$ cat src/rtl/skip_pkg.sv
// Shared types and widths for the clock-skip sequencer: channel modes and
// small helpers used by the channel and top-level logic.
package skip_pkg;

    localparam int MODEW = 2;
    localparam int CNTW  = 8;

    typedef enum logic [MODEW-1:0] {
        MODE_OFF     = 2'd0,
        MODE_CONT    = 2'd1,
        MODE_ONESHOT = 2'd2,
        MODE_HOLD    = 2'd3
    } mode_e;

    // A channel is busy in every mode except OFF.
    function automatic logic mode_busy(input mode_e m);
        return m != MODE_OFF;
    endfunction

    // CONT and ONESHOT step through the ring; HOLD repeats one position.
    function automatic logic mode_advances(input mode_e m);
        return (m == MODE_CONT) || (m == MODE_ONESHOT);
    endfunction

    // Channel-select width, kept at least one bit for a single channel.
    function automatic int sel_width(input int n);
        return (n > 1) ? $clog2(n) : 1;
    endfunction

endpackage

$ cat src/rtl/skip_seq_if.sv
// Configuration load bus of skip_seq: valid/ready handshake carrying the
// target channel, mode, skip mask and ONESHOT revolution count.
interface skip_seq_if #(
    parameter int CH  = 4,
    parameter int LEN = 16
);
    import skip_pkg::*;

    localparam int CHW = sel_width(CH);

    logic                 iLD_VALID;
    logic                 oLD_READY;
    logic [CHW-1:0]       iLD_CH;
    logic [MODEW-1:0]     iLD_MODE;
    logic [LEN-1:0]       iLD_MASK;
    logic [CNTW-1:0]      iLD_CNT;

    modport master (
        output iLD_VALID,
        output iLD_CH,
        output iLD_MODE,
        output iLD_MASK,
        output iLD_CNT,
        input  oLD_READY
    );

    modport slave (
        input  iLD_VALID,
        input  iLD_CH,
        input  iLD_MODE,
        input  iLD_MASK,
        input  iLD_CNT,
        output oLD_READY
    );

endinterface

$ cat src/rtl/skip_chan.sv
// One sequencer channel: mode, skip mask, ring position and revolution count,
// advanced by the shared tick and overwritten by a load strobe.
module skip_chan
    import skip_pkg::*;
#(
    parameter int LEN = 16
) (
    input  logic            iCLK,
    input  logic            iRST,
    input  logic            tick,
    input  logic            ld,
    input  mode_e           ld_mode,
    input  logic [LEN-1:0]  ld_mask,
    input  logic [CNTW-1:0] ld_cnt,
    output logic            en,
    output logic            st,
    output logic            busy,
    output logic            done
);

    localparam int PTRW = $clog2(LEN);

    mode_e           mode;
    logic [LEN-1:0]  mask;
    logic [PTRW-1:0] ptr;
    logic [CNTW-1:0] rc;
    logic            wrap;

    assign wrap = (ptr == PTRW'(LEN - 1));

    // NOTE: all state, including the mask, is cleared by reset so the
    // channel comes out of reset in a defined OFF state; sequential state
    // uses non-blocking assignments only.
    always_ff @(posedge iCLK) begin
        if (!iRST) begin
            mode <= MODE_OFF;
            mask <= '0;
            ptr  <= '0;
            rc   <= '0;
            en   <= 1'b0;
            st   <= 1'b0;
            busy <= 1'b0;
            done <= 1'b0;
        end else begin
            en   <= 1'b0;
            st   <= 1'b0;
            done <= 1'b0;

            if (tick && mode_busy(mode)) begin
                en <= ~mask[ptr];
                st <= (ptr == '0);
                if (mode_advances(mode)) begin
                    ptr <= wrap ? '0 : ptr + 1'b1;
                    if (wrap && mode == MODE_ONESHOT) begin
                        if (rc == '0) begin
                            mode <= MODE_OFF;
                            busy <= 1'b0;
                            done <= 1'b1;
                        end else begin
                            rc <= rc - 1'b1;
                        end
                    end
                end
            end

            // A load lands after the tick above, so that tick used the old
            // configuration and the new one takes over from ptr 0.
            if (ld) begin
                mode <= ld_mode;
                mask <= ld_mask;
                rc   <= ld_cnt;
                ptr  <= '0;
                busy <= mode_busy(ld_mode);
            end
        end
    end

endmodule

$ cat src/rtl/skip_seq.sv
// Multi-channel clock-skip sequencer: a shared prescaler tick drives CH
// independent mask rings, each emitting one-cycle enables or skipping them.
module skip_seq
    import skip_pkg::*;
#(
    parameter int CH   = 4,
    parameter int LEN  = 16,
    parameter int DIVW = 32
) (
    input  logic            iCLK,
    input  logic            iRST,
    input  logic            iE,
    input  logic [DIVW-1:0] iDIV,
    skip_seq_if.slave       ld,
    output logic [CH-1:0]   oEN,
    output logic [CH-1:0]   oST,
    output logic [CH-1:0]   oBUSY,
    output logic [CH-1:0]   oDONE
);

    localparam int CHW = sel_width(CH);

    logic [DIVW-1:0] pc;
    logic            tick_q;
    logic            ld_fire;

    // Loads are never stalled; only reset closes the port.
    assign ld.oLD_READY = iRST;
    assign ld_fire      = ld.iLD_VALID && ld.oLD_READY;

    // The tick decision is registered; channels act on it one edge later.
    // Using >= lets a lowered iDIV take effect on the next active cycle.
    always_ff @(posedge iCLK) begin
        if (!iRST) begin
            pc     <= '0;
            tick_q <= 1'b0;
        end else begin
            tick_q <= 1'b0;
            if (iE) begin
                if (pc >= iDIV) begin
                    tick_q <= 1'b1;
                    pc     <= '0;
                end else begin
                    pc <= pc + 1'b1;
                end
            end
        end
    end

    for (genvar c = 0; c < CH; c++) begin : g_ch
        logic ld_stb;

        // Channel numbers at or above CH match no instance and are dropped.
        assign ld_stb = ld_fire && (ld.iLD_CH == CHW'(c));

        skip_chan #(
            .LEN (LEN)
        ) u_chan (
            .iCLK    (iCLK),
            .iRST    (iRST),
            .tick    (tick_q),
            .ld      (ld_stb),
            .ld_mode (mode_e'(ld.iLD_MODE)),
            .ld_mask (ld.iLD_MASK),
            .ld_cnt  (ld.iLD_CNT),
            .en      (oEN[c]),
            .st      (oST[c]),
            .busy    (oBUSY[c]),
            .done    (oDONE[c])
        );
    end

endmodule
$ cat src/flat_wrapper.sv
// flat-port wrapper written by rule: the top's interface ports become plain ports
module skip_seq_flat import skip_pkg::*;
#(
    parameter int CH   = 4,
    parameter int LEN  = 16,
    parameter int DIVW = 32
)
  (iCLK, iRST, iE, iDIV, oEN, oST, oBUSY, oDONE, ld_iLD_VALID, ld_iLD_CH, ld_iLD_MODE, ld_iLD_MASK, ld_iLD_CNT, ld_oLD_READY);
  skip_seq_if #(.CH(CH), .LEN(LEN)) ld_i ();
  input  logic iCLK;
  input  logic iRST;
  input  logic iE;
  input  logic [DIVW-1:0] iDIV;
  output logic [CH-1:0] oEN;
  output logic [CH-1:0] oST;
  output logic [CH-1:0] oBUSY;
  output logic [CH-1:0] oDONE;
  input wire logic [$bits(ld_i.iLD_VALID)-1:0] ld_iLD_VALID;
  input wire logic [$bits(ld_i.iLD_CH)-1:0] ld_iLD_CH;
  input wire logic [$bits(ld_i.iLD_MODE)-1:0] ld_iLD_MODE;
  input wire logic [$bits(ld_i.iLD_MASK)-1:0] ld_iLD_MASK;
  input wire logic [$bits(ld_i.iLD_CNT)-1:0] ld_iLD_CNT;
  output wire logic [$bits(ld_i.oLD_READY)-1:0] ld_oLD_READY;
  assign ld_i.iLD_VALID = ld_iLD_VALID;
  assign ld_i.iLD_CH = ld_iLD_CH;
  assign ld_i.iLD_MODE = ld_iLD_MODE;
  assign ld_i.iLD_MASK = ld_iLD_MASK;
  assign ld_i.iLD_CNT = ld_iLD_CNT;
  assign ld_oLD_READY = ld_i.oLD_READY;
  skip_seq #(.CH(CH), .LEN(LEN), .DIVW(DIVW)) u_core (.iCLK(iCLK), .iRST(iRST), .iE(iE), .iDIV(iDIV), .ld(ld_i), .oEN(oEN), .oST(oST), .oBUSY(oBUSY), .oDONE(oDONE));
endmodule
$ cat config.mk
export PLATFORM = sky130hd
export DESIGN_NAME = skip_seq_flat
export DESIGN_NICKNAME = d
export VERILOG_FILES = /design/src/rtl/skip_pkg.sv /design/src/rtl/skip_seq_if.sv /design/src/rtl/skip_chan.sv /design/src/rtl/skip_seq.sv /design/src/flat_wrapper.sv
export SDC_FILE = /design/constraint.sdc
export NUM_CORES = 1
export LEC_CHECK = 0
export CORE_MARGIN = 3
export CORE_UTILIZATION = 30
export CTS_CLUSTER_SIZE = 20
export DETAILED_ROUTE_END_ITERATION = 10
export DONT_BUFFER_PORTS = 1
export PLACE_DENSITY_LB_ADDON = 0.05
export SYNTH_ARGS = -nofsm -noshare
export SYNTH_HDL_FRONTEND = slang
export SYNTH_SLANG_ARGS = --single-unit
$ cat constraint.sdc
create_clock -name iCLK -period 2.5 [get_ports iCLK]
set_input_delay 0.5 -clock iCLK [delete_from_list [all_inputs] [get_ports iCLK]]
set_output_delay 0.5 -clock iCLK [all_outputs]
set_load 0.01 [all_outputs]
==> out/results.tsv <==
stage	metric	value	unit
timing	max_slew headroom	64.43	%
timing	clk_skew	15.19	ps
setup_path	worst-path cell chain	ha_1 > nand2_2 > nor4_4 > or4b_4 > a311oi_4 > o31a_4 > clkbuf_16 > nor2_1	
logic_synthesis	Post-synth ARST share	0	%
route	DRC Markers	0	
layout	design area	0.009915	sq mm
logic_synthesis	Syn Nets	1167	
setup_path	CP max stage cell	or4b_4	
logic_synthesis	Synth Cell Area	0.008635	sq mm
timing	setup TNS	0	ps
place	DP HPWL	16700	microns
pwr	sw frac	24.76	%
pwr	peak supply drop	281.6	uV
floorplanning	Initial Util	30.74	%
global_route	vias in the first global route	6722	
run_status	status	completed	
pwr	Clk pwr share	46.2	%
pwr	internal power	4.333	mW
clock_tree	CTS Sinks	169	
timing	RSZ-0062 raised after global routing	true	
setup_path	Largest stage delay, worst path	510	ps
layout	FILL cells	3034	
pwr	total net switching power	1.426	mW
place	pre-CTS WS	-166.4	ps
timing	worst-margin pin slew	529.5	ps
setup_path	CP Class	reg -> reg	
pwr	Flop pwr share	48.0	%
pwr	combinational power share	5.7	%
place	Port Buffers	0	
clock_tree	CTS Buf Count	17	
setup_path	crit path max fanout	6	
timing	Final Critical Period	2464	ps
logic_synthesis	Netlist cell types	52	
logic_synthesis	Post-synth top flop	dfxtp_1	
route	average wire per standard cell	16.29	microns
timing	Hold WS	196.4	ps
pwr	LEAKAGE	3.737	nW
hold_path	worst hold-check path type	in -> reg	
timing	Slew Viols, Final	0	
logic_synthesis	Gate Count Post-Synth	1046	
floorplanning	Die X	175.7	microns
route	DR vias/cell	4.760	
clock_tree	clk buf depth	2	
timing	final worst slack	36.29	ps
run	Maximum Capacitance Violations	0	
setup_path	worst endpoint data arrival time	2780	ps
clock_tree	Hold Buf Count CTS	0	
timing	Final Cycle Share	98.55	%
pwr	Final Power	5.759	mW
setup_path	crit start category	register	
floorplanning	Die H	175.7	microns
global_route	GRT Resource Usage Total	15.30	%
logic_synthesis	ranking of synthesized cells by area	dfxtp_1 39%, nand2_1 8.3%, ha_1 8.3%	
clock_tree	Clock transition at path regs	80	ps
layout	nets	1168	
clock_tree	setup repair bufs after CTS	0	
logic_synthesis	post-synth top area cell	dfxtp_1	
setup_path	Crit path required time	2810	ps
floorplanning	Die Footprint	0.03085	sq mm
layout	# diodes	0	
setup_path	Top Family by Delay on Critical Path	simple AND/OR/NAND/NOR gates	
layout	share of cells above drive strength 1	12.64	%
setup_path	Crit path buffers/inverters	1	
logic_synthesis	YS warnings	0	
logic_synthesis	Post-synth top cells	192 x nand2_1, 169 x dfxtp_1, 122 x a21oi_1, 81 x nor2_1, 61 x inv_1	
clock_tree	H-tree Lvls	4	
logic_synthesis	post-synth top area share	39.18	%
floorplanning	# IOs	81	
place	Cell Area, Placed	0.009117	sq mm
layout	area of the multi-input gates	0.004785	sq mm
timing	Fmax	0.4059	GHz
place	GPL Wtd Cong	0.7284	
logic_synthesis	Post-synth EDFFs	0	
logic_synthesis	FF+latch count, synth	169	
logic_synthesis	Mean Syn Cell Area	8.255	sq um
layout	synthesis-to-layout area growth	14.82	%
global_route	initial antenna violation count	0	
global_route	gr ovfl total	0	
logic_synthesis	post-synthesis sequential area ratio	39.18	%
setup_path	crit end category	register	
clock_tree	CTS tree	built	
clock_tree	root buf cell	clkbuf_16	
clock_tree	clk_lat worst skew	430	ps
floorplanning	core area	0.02809	sq mm
route	Final ANT Viol Nets	0	
route	DR vias	6845	
logic_synthesis	most numerous cell in the Yosys netlist	nand2_1	
pwr	power density cells	580.9	mW/mm^2
layout	register area	0.003393	sq mm
timing	setup violators final	0	
global_route	largest net degree at the start of global routing	40	
route	drt initial violations	384	
timing	Hold Vio Cnt, Final	0	
global_route	first-pass GRT wire length	37090	microns
floorplanning	row count	61	
route	Post-Route WL	23430	microns
route	Detailed Routing Iterations Pass 1	4	
==> through the flow <==
stage               instances  utilization [%]
finish                   1438            35.30
floorplan                1046                -
global placement         1402            32.46
CTS                      1434            34.55
detailed placement       1402            32.46
global route             1438            35.30
==> cell type report <==
type                       instances  share of cell area (%)
timing repair buffer              52                   4.531
tap                              378                   4.770
clock inverter                    13                   1.338
clock buffer                      19                   4.568
sequential                       169                   34.23
multi-input combinational        746                   48.26
inverter                          61                   2.309
==> cells in the final DEF (no fill, tap or decap), types with 6 or more instances in the layout <==
cell type	n
buf_4	46
clkbuf_16	19
o21ai_0	37
nand4_1	19
nand2b_1	13
mux4_2	17
nand2_1	190
a21oi_1	122
nor4_1	9
nand3_1	32
ha_1	54
a211oi_1	9
xnor2_1	19
and2_1	6
nand3b_1	8
nor3_1	11
nor2_1	71
and3_1	15
inv_1	60
nor2_2	8
dfxtp_1	165
xor2_1	44
==> timing repair <==
| action | in CTS | in global routing |
|---|---|---|
| setup endpoints to repair | 0 | 27 |
| endpoints found under the hold margin | 0 | 0 |
| resized for setup | 0 | 34 |
==> path summary, 6_finish.rpt <==
| path | cells past startpoint | slack, ps | start | endpoint |
|---|---|---|---|---|
| setup / recovery | 8 | 40 | u_core.pc[12]$_SDFFE_PN0P_ | u_core.pc[9]$_SDFFE_PN0P_ |
| hold / removal | 2 | 200 | ld_iLD_MASK[12] | u_core.g_ch[0].u_chan.mask[12]$_SDFFE_PN0P_ |
| setup reg to reg | 8 | 40 | u_core.pc[12]$_SDFFE_PN0P_ | u_core.pc[9]$_SDFFE_PN0P_ |
| hold reg to reg | 2 | 450 | u_core.g_ch[0].u_chan.mask[13]$_SDFFE_PN0P_ | u_core.g_ch[0].u_chan.mask[13]$_SDFFE_PN0P_ |
==> worst reg2reg max path, stage by stage (launching register included) <==
cell,delay (ps)
dfxtp_2,350
ha_1,280
nand2_2,70
nor4_4,270
or4b_4,510
a311oi_4,360
o31a_4,300
clkbuf_16,180
nor2_1,40
==> cells by family (layout without fill, tap and decap cells) <==
| group | count (synthesis) | count (layout) | share of synthesized area (%) |
|---|---|---|---|
| and+or+nand+nor | 420 | 420 | 22.84 |
| AOI/OAI and AO/OA | 189 | 189 | 11.98 |
| DFF | 169 | 169 | 39.18 |
| buffers and inverters | 131 | 145 | 6.912 |
| xor gates and xnor gates | 63 | 63 | 6.390 |
| adders and majority gates | 57 | 57 | 8.260 |
| muxes | 17 | 17 | 4.434 |
==> registers in the layout (all words and copies together) (netlist names), 4 cells and up <==
| name | count |
|---|---|
| u_core.g_ch.u_chan.ptr | 16 |
| u_core.g_ch.u_chan.rc | 32 |
| u_core.g_ch.u_chan.en | 4 |
| u_core.g_ch.u_chan.mask | 64 |
| u_core.g_ch.u_chan.busy | 4 |
| u_core.g_ch.u_chan.mode | 8 |
| u_core.g_ch.u_chan.st | 4 |
| u_core.g_ch.u_chan.done | 4 |
| u_core.pc | 32 |
==> metal layers <==
layer  track usage (%)  vias up  routed length [microns]
met2             24.23       95                    10590
met1             21.53     3187                    11650
met5                 0        -                        0
li1                  -     3548                        -
met3             3.243       15                      998
met4             3.266        0                      189
==> power groups by stage <==
stage | logic, mW | clock network (mW) | registers, mW
after global routing | 0.379 | 2.87 | 2.77
after CTS | 0.306 | 2.77 | 2.77
after floorplan | 0.240 | 0 | 2.82
after detailed placement | 0.305 | 0 | 2.83
final | 0.330 | 2.66 | 2.77
after global placement | 0.305 | 0 | 2.83
No activity file was read; power rests on OpenSTA's default activity.
